`config.mk`:
```
export PLATFORM = sky130hd
export DESIGN_NAME = uart_led_cmd
export DESIGN_NICKNAME = d
export VERILOG_FILES = /design/src/rtl/uart_led_pkg.sv /design/src/rtl/uart_led_timeout.sv /design/src/rtl/uart_led_cmd.sv
export SDC_FILE = /design/constraint.sdc
export NUM_CORES = 1
export LEC_CHECK = 0
export ABC_AREA = 1
export CORE_MARGIN = 4
export CORE_UTILIZATION = 35
export CTS_BUF_LIST = sky130_fd_sc_hd__clkbuf_16
export CTS_CLUSTER_SIZE = 12
export DETAILED_ROUTE_END_ITERATION = 10
export HOLD_SLACK_MARGIN = 0.1
export PLACE_DENSITY = 0.63
export SYNTH_ARGS = -nofsm -noshare
export SYNTH_HDL_FRONTEND = slang
export SYNTH_SLANG_ARGS = --single-unit
export TNS_END_PERCENT = 50
```
`constraint.sdc`:
```
create_clock -name clk_50Mhz -period 2.5 [get_ports clk_50Mhz]
set_input_delay 0.5 -clock clk_50Mhz [delete_from_list [all_inputs] [get_ports clk_50Mhz]]
set_output_delay 0.5 -clock clk_50Mhz [all_outputs]
set_load 0.1 [all_outputs]
```
`src/rtl/uart_led_pkg.sv`:
```
// rtl/uart_led_pkg.sv - shared constants for the UART LED command parser
package uart_led_pkg;

  // Frame markers and response codes
  localparam logic [7:0] SOF = 8'hA5;
  localparam logic [7:0] ACK = 8'h06;
  localparam logic [7:0] NAK = 8'h15;

  // Command codes (contiguous range SET..READ)
  localparam logic [7:0] CMD_SET  = 8'h01;
  localparam logic [7:0] CMD_OR   = 8'h02;
  localparam logic [7:0] CMD_CLR  = 8'h03;
  localparam logic [7:0] CMD_TOG  = 8'h04;
  localparam logic [7:0] CMD_READ = 8'h05;

  // Parser FSM state encoding
  localparam logic [2:0] ST_IDLE = 3'd0;
  localparam logic [2:0] ST_CMD  = 3'd1;
  localparam logic [2:0] ST_ARG  = 3'd2;
  localparam logic [2:0] ST_CHK  = 3'd3;
  localparam logic [2:0] ST_EXEC = 3'd4;
  localparam logic [2:0] ST_RESP = 3'd5;

endpackage

```
`src/rtl/uart_led_timeout.sv`:
```
// rtl/uart_led_timeout.sv - inter-byte timeout counter with clear and expire pulse
module uart_led_timeout #(
  parameter int TIMEOUT_CYC = 500000
) (
  input  logic clk_50Mhz,
  input  logic rst,
  input  logic en,
  input  logic clr,
  output logic expire
);

  localparam int CW = (TIMEOUT_CYC > 1) ? $clog2(TIMEOUT_CYC) : 1;
  localparam logic [CW-1:0] LAST = CW'(TIMEOUT_CYC - 1);

  logic [CW-1:0] cnt;

  // A byte arriving in the expiry cycle wins, so clr masks the pulse
  assign expire = en && !clr && (cnt == LAST);

  // Count idle cycles while enabled; reload to zero on clear or expiry
  always_ff @(posedge clk_50Mhz or posedge rst) begin
    if (rst) begin
      cnt <= '0;
    end else if (clr || expire) begin
      cnt <= '0;
    end else if (en) begin
      cnt <= cnt + 1'b1;
    end
  end

endmodule

```
`src/rtl/uart_led_cmd.sv`:
```
// rtl/uart_led_cmd.sv - 4-byte frame parser driving an LED register with byte responses
module uart_led_cmd
  import uart_led_pkg::*;
#(
  parameter int LED_W       = 8,
  parameter int TIMEOUT_CYC = 500000
) (
  input  logic             clk_50Mhz,
  input  logic             rst,
  input  logic             rx_ready,
  input  logic [7:0]       rx_data,
  input  logic             tx_busy,
  output logic             tx_start,
  output logic [7:0]       tx_data,
  output logic [LED_W-1:0] led,
  output logic [7:0]       err_cnt
);

  logic [2:0]       state;
  logic [7:0]       cmd_q;
  logic [7:0]       arg_q;
  logic [7:0]       chk_q;
  logic [7:0]       resp_q;
  logic             in_frame;
  logic             tmo_expire;
  logic             frame_ok;
  logic [LED_W-1:0] arg_l;
  logic [LED_W-1:0] led_nxt;
  logic [7:0]       resp_nxt;
  logic [7:0]       led_ext;
  logic             err_inc;

  assign in_frame = (state == ST_CMD) || (state == ST_ARG) || (state == ST_CHK);
  assign arg_l    = arg_q[LED_W-1:0];
  assign frame_ok = (chk_q == (cmd_q ^ arg_q)) && (cmd_q >= CMD_SET) && (cmd_q <= CMD_READ);

  uart_led_timeout #(
    .TIMEOUT_CYC(TIMEOUT_CYC)
  ) u_timeout (
    .clk_50Mhz(clk_50Mhz),
    .rst      (rst),
    .en       (in_frame),
    .clr      (rx_ready || !in_frame),
    .expire   (tmo_expire)
  );

  // Command execution: next LED value and the response byte for the latched frame
  always_comb begin
    led_nxt  = led;
    resp_nxt = NAK;
    led_ext  = '0;
    led_ext[LED_W-1:0] = led;
    if (frame_ok) begin
      case (cmd_q)
        CMD_SET: led_nxt = arg_l;
        CMD_OR:  led_nxt = led | arg_l;
        CMD_CLR: led_nxt = led & ~arg_l;
        CMD_TOG: led_nxt = led ^ arg_l;
        default: led_nxt = led;
      endcase
      resp_nxt = (cmd_q == CMD_READ) ? led_ext : ACK;
    end
  end

  // Frame sequencing, LED update and transmit handshake
  always_ff @(posedge clk_50Mhz or posedge rst) begin
    if (rst) begin
      state    <= ST_IDLE;
      cmd_q    <= '0;
      arg_q    <= '0;
      chk_q    <= '0;
      resp_q   <= '0;
      led      <= '0;
      tx_start <= 1'b0;
      tx_data  <= '0;
    end else begin
      tx_start <= 1'b0;
      case (state)
        ST_IDLE: begin
          if (rx_ready && (rx_data == SOF)) state <= ST_CMD;
        end
        ST_CMD: begin
          if (rx_ready) begin
            cmd_q <= rx_data;
            state <= ST_ARG;
          end else if (tmo_expire) begin
            state <= ST_IDLE;
          end
        end
        ST_ARG: begin
          if (rx_ready) begin
            arg_q <= rx_data;
            state <= ST_CHK;
          end else if (tmo_expire) begin
            state <= ST_IDLE;
          end
        end
        ST_CHK: begin
          if (rx_ready) begin
            chk_q <= rx_data;
            state <= ST_EXEC;
          end else if (tmo_expire) begin
            state <= ST_IDLE;
          end
        end
        ST_EXEC: begin
          led    <= led_nxt;
          resp_q <= resp_nxt;
          state  <= ST_RESP;
        end
        ST_RESP: begin
          if (!tx_busy) begin
            tx_start <= 1'b1;
            tx_data  <= resp_q;
            state    <= ST_IDLE;
          end
        end
        default: state <= ST_IDLE;
      endcase
    end
  end

  // Dropped bytes, timeouts and rejected frames share one increment per cycle
  assign err_inc = (rx_ready && ((state == ST_EXEC) || (state == ST_RESP)))
                 || tmo_expire
                 || ((state == ST_EXEC) && !frame_ok);

  // Saturating error counter
  always_ff @(posedge clk_50Mhz or posedge rst) begin
    if (rst) begin
      err_cnt <= '0;
    end else if (err_inc && (err_cnt != 8'hFF)) begin
      err_cnt <= err_cnt + 8'd1;
    end
  end

endmodule

```
# After elaboration in Yosys (flattened, before gate mapping)
# Cells that the tools add are included.
[classes]
n_addsub = 2
multipliers = 0
div_mod_pow = 0
n_lt_le_gt_ge = 2
eq_ne = 16
shift = 0
n_mux = 14
bitwise_logic = 6
n_reduce_logical = 27
[op_table]
columns = ["cell", "count"]
rows = [
  ["19-bit two-way mux", 2],
  ["8-bit case mux with 4 select lines", 1],
  ["19-bit by 1-bit adder with 19-bit output, second input constant", 1],
  ["19-bit == test, second input constant", 1],
  ["3-bit two-way mux", 6],
  ["3-bit case mux with 6 select lines", 1],
  ["8-bit by 2-bit == test with 1-bit output, second input constant", 2],
  ["8-bit by 3-bit == test with 1-bit output, second input constant", 2],
  ["8-bit two-way mux", 2],
  ["8-bit XOR", 2],
  ["2-bit AND reduction", 5],
  ["8-bit by 1-bit adder with 8-bit output, second input constant", 1],
  ["8-bit AND", 1],
  ["8-bit by 1-bit == test with 1-bit output, second input constant", 1],
  ["8-bit == test", 1],
  ["8-bit == test, second input constant", 1],
  ["8-bit by 1-bit greater-or-equal comparator with 1-bit output, second input constant", 1],
  ["8-bit by 3-bit less-or-equal comparator with 1-bit output, second input constant", 1],
  ["1-bit logical AND", 8],
  ["8-bit != test, second input constant", 1],
  ["8-bit NOT", 1],
  ["8-bit bitwise OR", 1],
  ["1-bit logical OR", 7],
  ["3-bit by 2-bit == test with 1-bit output, second input constant", 2],
  ["10 further kinds", 15],
]
[word_totals]
ff_bits = 79
latch_bits = 0
ramBits = 0
mem_bits_ro = 0
wordCells = 77
memories = 0

# Logic depth before layout (Yosys ltp)
[depth]
word_depth = 11
mapped_depth = 13
mapped_depth_nobuf = 13

# By module
# A second synthesis with hierarchy kept.
[hier_totals]
hier_cells = 622
hier_area_um2 = 4740.8
[modules_own_cells]
columns = ["module", "instances", "cells_each", "area_per_inst_um2", "seq_area_each_um2"]
rows = [
  ["uart_led_cmd", 1, 451, 3483.3, 1501.4],
  ["uart_led_timeout", 1, 171, 1257.5, 475.5],
]

# Worst setup path before layout
# OpenSTA, ideal clock, no wires.
[synth_timing]
path_kind = "register -> register"
start = "register err_cnt[0]"
end = "register err_cnt[6]"
setup_time_ps = 67
arrival_time_ps = 2077
slack_ps = 356
stages_incl_launch_ff = 8
n_path_buf = 0
path_cell_list = "dfrtp_1 -> ha_1 -> nand3_1 -> nor2_1 -> nand3_2 -> nand2_4 -> nand2_1 -> nand2_1"
[synth_between]
elab_chain_len = 2
word_cells_on_any_way = 3
[synth_lines]
columns = ["element", "line", "rtl"]
rows = [
  ["from (decl)", "uart_led_cmd.sv:16", "output logic [7:0] err_cnt"],
  ["from (signal assigned)", "uart_led_cmd.sv:133", "err_cnt <= err_cnt + 8'd1;"],
  ["branches (longest 2 deep; another with 8-bit by 1-bit adder with 8-bit output)", "-", ""],
]
# Parallel ways; which one is timed is not known.
# A chain may end at the register's enable or synchronous reset.

# Worst setup path after layout
[layout_timing]
start = "register arg_q[7] (netlist: arg_l[7])"
end = "register led[3]"
[layout_between]
elab_chain_len = 5
[layout_lines]
columns = ["element", "line", "rtl"]
rows = [
  ["from (decl)", "uart_led_cmd.sv:21", "logic [7:0] arg_q;"],
  ["from (signal assigned)", "uart_led_cmd.sv:92", "arg_q <= rx_data;"],
  ["8-bit XOR", "uart_led_cmd.sv:35", "assign frame_ok = (chk_q == (cmd_q ^ arg_q)) && (cmd_q >= CMD_SET) && (cmd_q <= CMD_READ);"],
  ["8-bit == test", "uart_led_cmd.sv:35", ""],
  ["1-bit logical AND (2 in a row)", "uart_led_cmd.sv:35", ""],
  ["3-bit AND reduction (no source line)", "-", ""],
  ["to (signal assigned)", "uart_led_cmd.sv:107", "led <= led_nxt;"],
  ["to (decl)", "uart_led_cmd.sv:15", "output logic [LED_W-1:0] led,"],
]
# No other way between the ends.

==> reports/qor.yml <==
htree_levels: 3
wl_met3_um: 334
cts.path.max_buffers: 2
topRoutingLayerUsed: "met4"
io_pins: 37
start_util_pct: 35.63
timing.final.crit_share_pct: 81.28
ys_ff_latch: 79
met2_length_um: 4691
vdd_drop_max_uv: 332.0
status: "finished clean"
cp-end-kind: "flop"
fin_ws_ns: 0.4679
rr_startpoint: "arg_l[7]$_DFFE_PP0P_"
hp-class: "reg2reg"
synthArstFlopShare_pct: 100.0
drt_iter0_drc: 231
ys.flop_type: "dfrtp_1"
power_density_mw_per_mm2: 1079
grt_max_degree: 51
p_sw_share_pct: 46.33
yosysTopAreaCellShare_pct: 44.15
cts_root_buffer: "clkbuf_16"
cts.clk_slew.worst_paths_ns: 0.06
routedWlPerCell_um: 12.71
worstHoldStart: "tx_data[7]$_DFFE_PP0P_"
worst_r2r_endpoint: "led[3]$_DFFE_PP0P_"
routabilityCongestion: 0.8302
rrSetupSlack_ns: 0.47
fp.dieH_um: 121.1
min_to: "tx_data[7]$_DFFE_PP0P_"
worst_slew_pin_slew_ns: 0.6227
via_count: 3775
yosys-top-cells-count: "nand2_1 (167), dfrtp_1 (79), inv_1 (77), nor2_1 (48), nand3_1 (46)"
antenna_found_initial: 0
yosys_warnings: 0
crit_start: "arg_l[7]$_DFFE_PP0P_"
drtAntennaViolNets: 0
syn_area_mm2: 0.004478
synth_top_cell_by_area: "dfrtp_1"
combinationalPowerShare_pct: 43.3
dieArea_mm2: 0.01467
rsz0062_at_grt: "false"
post-place-ws_ns: 0.3584
p_leak_uw: 0.002591
netlist_instances: 573
grt_pass1_vias: 3531
via_per_inst: 4.754
drv_cap: 0
synth_area_per_cell_um2: 7.815
period_minus_slack_ns: 2.032
cts_resized: 0
layout-area-overhead-vs-synth_pct: 17.88
slew_violations: 0
port_buffers: 36
grt_usage_pct: 14.33
yosysUniqueCellTypes: 36
p_switching_uw: 2638
crit_required_ns: 2.72
finalHoldViolCount: 0
r2r_cells: 12
die_w_um: 121.1
grt-ovfl-total: 0
internal_power_uw: 3056
p_clk_share_pct: 22.5
yosys-top-cells-area: "dfrtp_1 (44%), nand2_1 (14%), inv_1 (6.5%)"
postCtsSetupRepairBufs: 0
clk-insertion-delay-late_ns: 0.34
cts_buffers: 9
fmax_mhz: 492.1
cts_hold_buf: 0
num_antenna_cells: 0
grt_pass1_wl_um: 17090
synth_seq_area_share_pct: 44.15
seqPwrFrac_pct: 34.2
drive_gt1_share_pct: 11.90
setup_viol: 0
dp.final_hpwl_um: 7535
final_nets: 647
start_kind: "flop"
drt-met1-wl_um: 4877
placementRows: 41
first_pass_iters: 5
hold_depth: 2
worstSetupPathType: "reg2reg"
relSlewSlack_pct: 58.48
numClockSinks: 79
core_region_area_mm2: 0.01257
tritoncts: "done"
skew_ns: 0.008185
critical_path_arrival_ns: 2.25
worst-path-max-fanout: 11
yosysMostFrequentCell: "nand2_1"
fin_tns_setup_ns: 0
fillers: 1248
drc_errors: 0
synth_edf_count: 0
syn-num-nets: 603
drt_wl_total_um: 10090
[registers in the layout, summed over array words and instances, names as in the netlist, 8 cells and up]
signal	cells
resp_q	8
arg_l	8
chk_q	8
u_timeout.cnt	19
err_cnt	8
tx_data	8
cmd_q	8
led	8
[layout by cell type (no fill, tap or decap), types with 5 or more instances in the layout]
master | netlist | final
a21oi_1 | 5 | 5
buf_4 | 0 | 32
clkbuf_16 | 0 | 9
clkdlybuf4s50_1 | 0 | 11
dfrtp_1 | 79 | 79
ha_1 | 18 | 18
inv_1 | 77 | 76
nand2_1 | 167 | 167
nand3_1 | 46 | 46
nand4_1 | 22 | 22
nor2_1 | 48 | 48
nor3_1 | 11 | 11
o21ai_0 | 33 | 33
xnor2_1 | 5 | 5
xor2_1 | 10 | 10
[cell type report]
type	count	area, um2	share of cell area [%]
multi-input cells	405	2147	40.67
flip-flops and latches	79	1977	37.45
repair buffers	43	350.3	6.637
inverters	79	300.3	5.689
clock buffers	9	225.2	4.266
well taps	172	215.2	4.077
clock inverters	7	63.81	1.209
[critical path, cell delays in order, from the launching register on]
cell and delay, ns:
dfrtp_1 0.42, inv_1 0.14, nand2_1 0.09, nand2_1 0.07
nand2_1 0.05, nand2_1 0.08, nand3_1 0.07, nor2_1 0.10
nand2_1 0.08, nor2_2 0.38, nand3_2 0.26, nand2_1 0.12
nand2_1 0.06
[cells by family (layout without fill, tap and decap cells)]
| logic type | count (synthesis) | in the layout | share of synthesized area, % |
|---|---|---|---|
| AND/OR/NAND/NOR | 323 | 323 | 33.39 |
| buffers and inverters | 89 | 138 | 7.907 |
| flip-flops | 79 | 79 | 44.15 |
| AO/OA/AOI/OAI | 49 | 49 | 6.594 |
| adder cells (fa/ha/maj) | 18 | 18 | 5.029 |
| XOR/XNOR | 15 | 15 | 2.934 |
[per-layer routing]
| metal | GRT usage, % | vias to the layer above |
|---|---|---|
| met2 | 22.65 | 70 |
| met3 | 1.865 | 14 |
| li1 | - | 1932 |
| met5 | 0 | - |
| met1 | 19.85 | 1759 |
| met4 | 5.949 | 0 |
[metrics by stage]
stage / hold WS [ns] / total power, uW / util [%] / instance area (um2) / std cells
CTS: 0.4905 / 5745 / 42.00 / 5279 / 794
detailed placement: 0.4747 / 4437 / 39.70 / 4990 / 778
global placement: 0.4698 / 4372 / 39.70 / 4990 / 778
finish: 0.4855 / 5694 / 42.00 / 5279 / 794
floorplan: 0.4444 / 3860 / - / 4482 / 573
global route: 0.5344 / 6110 / 42.00 / 5279 / 794
[worst max-delay path by stage]
stage	cells past startpoint	end	slack, ns
after floorplan	7	err_cnt[6]$_DFFE_PP0P_	0.36
after global placement	7	u_timeout.cnt[14]$_DFFE_PP0P_	0.41
after detailed placement	10	err_cnt[1]$_DFFE_PP0P_	0.36
after CTS	11	led[3]$_DFFE_PP0P_	0.51
after global routing	12	led[3]$_DFFE_PP0P_	0.23
final	12	led[3]$_DFFE_PP0P_	0.47
[power groups by stage]
stage	sequential [uW]	clock (uW)	combinational [uW]
after global routing	2000	1360	2750
after CTS	1950	1320	2480
after global placement	1950	0	2430
after floorplan	2520	0	1330
final	1950	1280	2460
after detailed placement	1960	0	2470
(Power assumes the default switching activity.)
